==> config.mk <==
export PLATFORM = sky130hd
export DESIGN_NAME = led_effect_sequencer
export DESIGN_NICKNAME = d
export VERILOG_FILES = /design/src/rtl/led_effect_sequencer.sv
export SDC_FILE = /design/constraint.sdc
export NUM_CORES = 1
export LEC_CHECK = 0
export ABC_CLOCK_PERIOD_IN_PS = 2970
export BUFFER_PORTS_ARGS = -buffer_cell sky130_fd_sc_hd__buf_2
export CAP_MARGIN = 20
export CORE_UTILIZATION = 35
export DETAILED_ROUTE_END_ITERATION = 7
export SETUP_SLACK_MARGIN = 0.5
export SLEW_MARGIN = 20
export SYNTH_ARGS = -nofsm -noshare
export SYNTH_HDL_FRONTEND = slang
export SYNTH_SLANG_ARGS = --single-unit
==> constraint.sdc <==
create_clock -name clk -period 2.97 [get_ports clk]
set_clock_uncertainty 0.1 [all_clocks]
set_input_delay 0.4455 -clock clk [delete_from_list [all_inputs] [get_ports clk]]
set_output_delay 0.4455 -clock clk [all_outputs]
set_load 0.005 [all_outputs]
==> src/rtl/led_effect_sequencer.sv <==
// LED effect sequencer: four raw switches are synchronized and debounced into
// an effect code, and a prescaler paces one LED pattern step per tick.
// Accepting a new code restarts the prescaler and loads that effect's start
// pattern, so the first step of every effect always lasts one full period.
module led_effect_sequencer #(
  parameter int TICK_DIV   = 25_000_000,
  parameter int DEB_CYCLES = 250_000
) (
  input  logic       clk,
  input  logic       reset,
  input  logic [3:0] sw,
  output logic [7:0] led,
  output logic [3:0] mode,
  output logic       tick
);

  localparam int PCNT_W = $clog2(TICK_DIV);
  localparam int DEB_W  = (DEB_CYCLES > 1) ? $clog2(DEB_CYCLES) : 1;
  localparam logic [PCNT_W-1:0] PCNT_LAST = PCNT_W'(TICK_DIV - 1);
  localparam logic [DEB_W-1:0]  DEB_LAST  = DEB_W'(DEB_CYCLES - 1);

  typedef enum logic {DIR_LEFT = 1'b0, DIR_RIGHT = 1'b1} dir_t;

  logic [3:0]        r_sync1;
  logic [3:0]        r_sync2;
  logic [3:0]        r_cand;
  logic [DEB_W-1:0]  r_deb;
  logic [3:0]        r_mode;
  logic [PCNT_W-1:0] r_pcnt;
  logic              r_tick;
  logic [7:0]        r_led;
  dir_t              r_dir;

  logic              w_accept;
  logic              w_wrap;
  logic [7:0]        w_init_led;
  logic [7:0]        w_step_led;
  dir_t              w_step_dir;
  logic [7:0]        w_led_next;
  dir_t              w_dir_next;
  logic [PCNT_W-1:0] w_pcnt_next;
  logic              w_tick_next;

  // The candidate has been stable long enough and differs from the current mode.
  assign w_accept = (r_sync2 == r_cand) && (r_cand != r_mode) && (r_deb == DEB_LAST);
  assign w_wrap   = (r_pcnt == PCNT_LAST);

  // Start pattern of the effect about to be accepted (the candidate code).
  always_comb begin
    w_init_led = 8'h00;
    case (r_cand)
      4'd2:    w_init_led = 8'h01;
      4'd3:    w_init_led = 8'h80;
      4'd4:    w_init_led = 8'h01;
      4'd7:    w_init_led = 8'h55;
      default: w_init_led = 8'h00;
    endcase
  end

  // One pattern step of the current effect; ping-pong also updates its direction.
  always_comb begin
    w_step_led = 8'h00;
    w_step_dir = r_dir;
    case (r_mode)
      4'd1: w_step_led = ~r_led;
      4'd2: w_step_led = {r_led[6:0], r_led[7]};
      4'd3: w_step_led = {r_led[0], r_led[7:1]};
      4'd4: begin
        w_step_led = (r_dir == DIR_LEFT) ? {r_led[6:0], 1'b0} : {1'b0, r_led[7:1]};
        // Turn around on reaching an end so each endpoint is shown for one step.
        if (w_step_led == 8'h80) begin
          w_step_dir = DIR_RIGHT;
        end else if (w_step_led == 8'h01) begin
          w_step_dir = DIR_LEFT;
        end
      end
      4'd5:    w_step_led = (r_led == 8'hFF) ? 8'h00 : {r_led[6:0], 1'b1};
      4'd6:    w_step_led = r_led + 8'd1;
      4'd7:    w_step_led = ~r_led;
      default: w_step_led = 8'h00;
    endcase
  end

  // Next state for prescaler, LEDs and direction; a mode accept overrides a wrap.
  always_comb begin
    w_led_next  = r_led;
    w_dir_next  = r_dir;
    w_tick_next = 1'b0;
    w_pcnt_next = w_wrap ? '0 : r_pcnt + PCNT_W'(1);
    if (w_accept) begin
      w_led_next  = w_init_led;
      w_dir_next  = DIR_LEFT;
      w_pcnt_next = '0;
    end else if (w_wrap) begin
      w_led_next  = w_step_led;
      w_dir_next  = w_step_dir;
      w_tick_next = 1'b1;
    end
  end

  // Switch synchronizer and debounce; any change of the synchronized value restarts the count.
  always_ff @(posedge clk or posedge reset) begin
    if (reset) begin
      r_sync1 <= 4'd0;
      r_sync2 <= 4'd0;
      r_cand  <= 4'd0;
      r_deb   <= '0;
      r_mode  <= 4'd0;
    end else begin
      r_sync1 <= sw;
      r_sync2 <= r_sync1;
      if (r_sync2 != r_cand) begin
        r_cand <= r_sync2;
        r_deb  <= '0;
      end else if (w_accept) begin
        r_mode <= r_cand;
        r_deb  <= '0;
      end else if (r_cand != r_mode) begin
        r_deb <= r_deb + DEB_W'(1);
      end
    end
  end

  // Prescaler, tick pulse, LED pattern and ping-pong direction registers.
  always_ff @(posedge clk or posedge reset) begin
    if (reset) begin
      r_pcnt <= '0;
      r_tick <= 1'b0;
      r_led  <= 8'h00;
      r_dir  <= DIR_LEFT;
    end else begin
      r_pcnt <= w_pcnt_next;
      r_tick <= w_tick_next;
      r_led  <= w_led_next;
      r_dir  <= w_dir_next;
    end
  end

  assign led  = r_led;
  assign mode = r_mode;
  assign tick = r_tick;

endmodule

==> impl_metrics.yaml <==
outcome:
  outcome: "complete, no violations"
worst_setup_path:
  reg2reg_slack_ns: 0.62
  worst-setup-path-type: "flip-flop to flip-flop"
  cp-end-kind: "flip-flop"
  reg2reg_depth: 8
  worstPathArrival_ns: 2.49
  required_ns: 3.11
  start_kind: "flip-flop"
  crit_end: "led[2]"
  worstSetupStartpoint: "r_deb[1]"
  r2r-end: "led[2]"
  r2r-start: "r_deb[1]"
  cp_max_fo: 7
synth:
  synthFlopType: "dfrtp_1"
  async_flop_share: 1.00
  syn_inst: 401
  yosysSeqAreaShare: 0.468
  synth_warnings: 0
  syn_area_um2: 3690
  yosysUniqueCellTypes: 54
  synth_seq_cells: 69
  synth.avg_cell_area_um2: 9.20
  syn_nets: 410
  synth_edf_count: 0
power:
  leakagePower_nw: 1.74
  ir_drop_mv: 0.365
  p_per_area_nw_per_um2: 439
  total_power_mw: 1.86
timing:
  fin_tns_setup_ns: 0
  min_period_over_period: 0.790
  setup_viol: 0
  hold_viol_final: 0
  maxSlewViolCount: 0
  max_freq_mhz: 426
  tightest_slew_ns: 0.699
  setup_ws_ns: 0.623
  slew-limit-headroom: 0.527
  fin_crit_ns: 2.35
  rsz0062_at_grt: "yes"
cells_and_area:
  fillCellCount: 1061
  final_area_um2: 4240
  area_delta_synth_final_pct: 15.0
  final_layout_size_suffix_gt1_frac: 0.153
  nNetsFinal: 429
  diodes: 0
global_routing:
  grt_pass1_vias: 2711
  grt_overflow: 0
  grt_pass1_wl_mm: 13.0
  grtUsageTotal: 0.148
  antenna_found_initial: 0
  grt_max_degree: 35
floorplan:
  fp-row-count: 37
  core_um2: 10300
  initial_utilization: 0.359
  fp.dieArea_um2: 11000
  die_w_um: 105
  die_y_um: 105
  io_pins: 19
detailed_routing:
  num_vias: 2949
  dr.pass1.iters: 4
  drtIter0Drc: 123
  drtAntennaViolNets: 0
  wl_mm: 7.86
  wl_per_cell_um: 14.0
  drcViolationCount: 0
  drt-vias-per-instance: 5.26
clock_network:
  cts_tree: "yes"
  htree_levels: 3
  cts_hold_buf: 0
  clock_path_buffers: 2
  cts-buffers-inserted: 9
  clkTransAtPathRegs_ns: 0.08
  clkSinkCount: 69
  cts-root-buf: "clkbuf_8"
  worstSkewPairLatency_ns: 0.35
worst_hold_path:
  min_path_type: "input pin to async pin"
place:
  gp_congestion: 0.822
  port_buffers: 18
  post-place-ws_ns: 0.299
  hpwl_mm: 5.26
  placed_area_um2: 3910
flow_run:
  max-cap-violations: 0
==> synth_stat cells (2+ instances only) <==
cell / count / share of area
a21oi_1: 13 / 0.018
a221oi_1: 5 / 0.012
a22oi_1: 2 / 0.0041
a31oi_1: 3 / 0.0051
and2_1: 3 / 0.0051
and3_1: 6 / 0.010
and4_1: 4 / 0.0095
buf_2: 3 / 0.0041
buf_4: 2 / 0.0041
clkbuf_1: 19 / 0.019
dfrtp_1: 69 / 0.47
ha_1: 3 / 0.010
inv_1: 6 / 0.0061
mux2_2: 4 / 0.012
nand2_1: 34 / 0.035
nand2b_1: 4 / 0.0068
nand3_1: 24 / 0.033
nand3b_1: 2 / 0.0041
nand4_1: 10 / 0.017
nor2_1: 53 / 0.054
nor2b_1: 6 / 0.010
nor3_1: 7 / 0.0095
nor3b_1: 2 / 0.0041
nor4_1: 3 / 0.0051
nor4b_1: 2 / 0.0047
o211ai_1: 2 / 0.0041
o21a_1: 2 / 0.0041
o21ai_0: 26 / 0.035
o21ai_1: 7 / 0.0095
o31ai_1: 8 / 0.016
o41ai_1: 3 / 0.0071
or2_2: 2 / 0.0034
or3_1: 4 / 0.0068
or4_1: 2 / 0.0041
xnor2_1: 23 / 0.055
xor2_1: 15 / 0.036
==> how the worst min path moves through the flow <==
stage                     startpoint          to  slack (ns)  cells after the start
after floorplan           r_sync1[0]  r_sync2[0]        0.23                      0
final                          reset  r_pcnt[19]        0.10                      2
after global placement    r_sync1[3]  r_sync2[3]        0.24                      0
after CTS                      sw[1]  r_sync1[1]        0.08                      1
after detailed placement  r_sync1[3]  r_sync2[3]        0.24                      0
after global routing           sw[1]  r_sync1[1]        0.08                      1
==> per-stage QoR <==
stage          hold WS [ns]   util  instances
4_1_cts              0.0817  0.405        557
2_1_floorplan         0.231      -        401
5_1_grt              0.0798  0.413        561
3_5_place_dp          0.236  0.380        539
6_report              0.101  0.413        561
3_3_place_gp          0.236  0.380        539
==> flip-flops by register name (all words and copies together) (netlist names), 4 cells and up <==
register / flops
mode: 4
r_sync1: 4
led: 8
r_pcnt: 25
r_sync2: 4
r_cand: 4
r_deb: 18
==> layout make-up <==
cell class	count	area [um^2]	area share
clock buffer	10	128	0.0301
clock inverter	6	95.1	0.0224
inverter	6	22.5	0.00531
multi-input combinational	301	1870	0.440
sequential	69	1730	0.407
tap	136	170	0.0401
timing repair buffer	33	236	0.0557
==> placed cells by master, fill, tap and decap left out, drive strengths merged, types with 4 or more instances in the layout <==
cell and instances:
and3 6, nand4 10, nor2 53, dfrtp 69, a221oi 5, and4 4, nor3 7, nand3 25
clkbuf 11, nand2 34, a21oi 13, nor2b 6, inv 7, o31ai 8, or3 5, xor2 15
xnor2 23, mux2 4, o21ai 33, buf 32, nand2b 4
==> critical path, cell delays in order, from the launching register on <==
cell and delay [ns]:
dfrtp_1 0.39, ha_2 0.20, nand3_2 0.12, or4_4 0.48, nor4b_4 0.28, buf_6 0.17
mux2i_4 0.27, o31ai_1 0.11, o21a_1 0.11
==> kinds of logic (layout without fill, tap and decap cells) <==
family / Yosys count / in the layout / share of synthesized area
multiplexers: 5 / 5 / 0.0149
flip-flops: 69 / 69 / 0.468
buffers and inverters: 31 / 55 / 0.0366
AND/OR/NAND/NOR: 176 / 176 / 0.246
XOR/XNOR: 38 / 38 / 0.0902
adder cells (fa/ha/maj): 3 / 3 / 0.0102
AO/OA/AOI/OAI: 79 / 79 / 0.135
==> per-layer routing <==
| layer | wire [um] | vias to the layer above | share of wire | track usage |
|---|---|---|---|---|
| met5 | 0 | - | 0 | 0 |
| met4 | 79 | 0 | 0.010 | 0.0423 |
| met3 | 332 | 9 | 0.042 | 0.0437 |
| met2 | 3660 | 43 | 0.47 | 0.228 |
| met1 | 3790 | 1442 | 0.48 | 0.201 |
| li1 | - | 1455 | - | - |
==> what timing repair did <==
item,CTS,global route
cloned,0,1
pin swaps,1,3
setup buffers,2,3
endpoints found under the hold margin,0,0
setup endpoints to repair,42,44
resized for setup,4,8
==> where the power goes <==
group          leakage, nW  switching (mW)  total (mW)  internal [mW]
combinational        0.710          0.0344      0.0551         0.0207
clock                0.111           0.372       0.852          0.480
sequential           0.922         0.00832       0.956          0.948
total                 1.74           0.415        1.86           1.45
(Power assumes the default switching activity.)
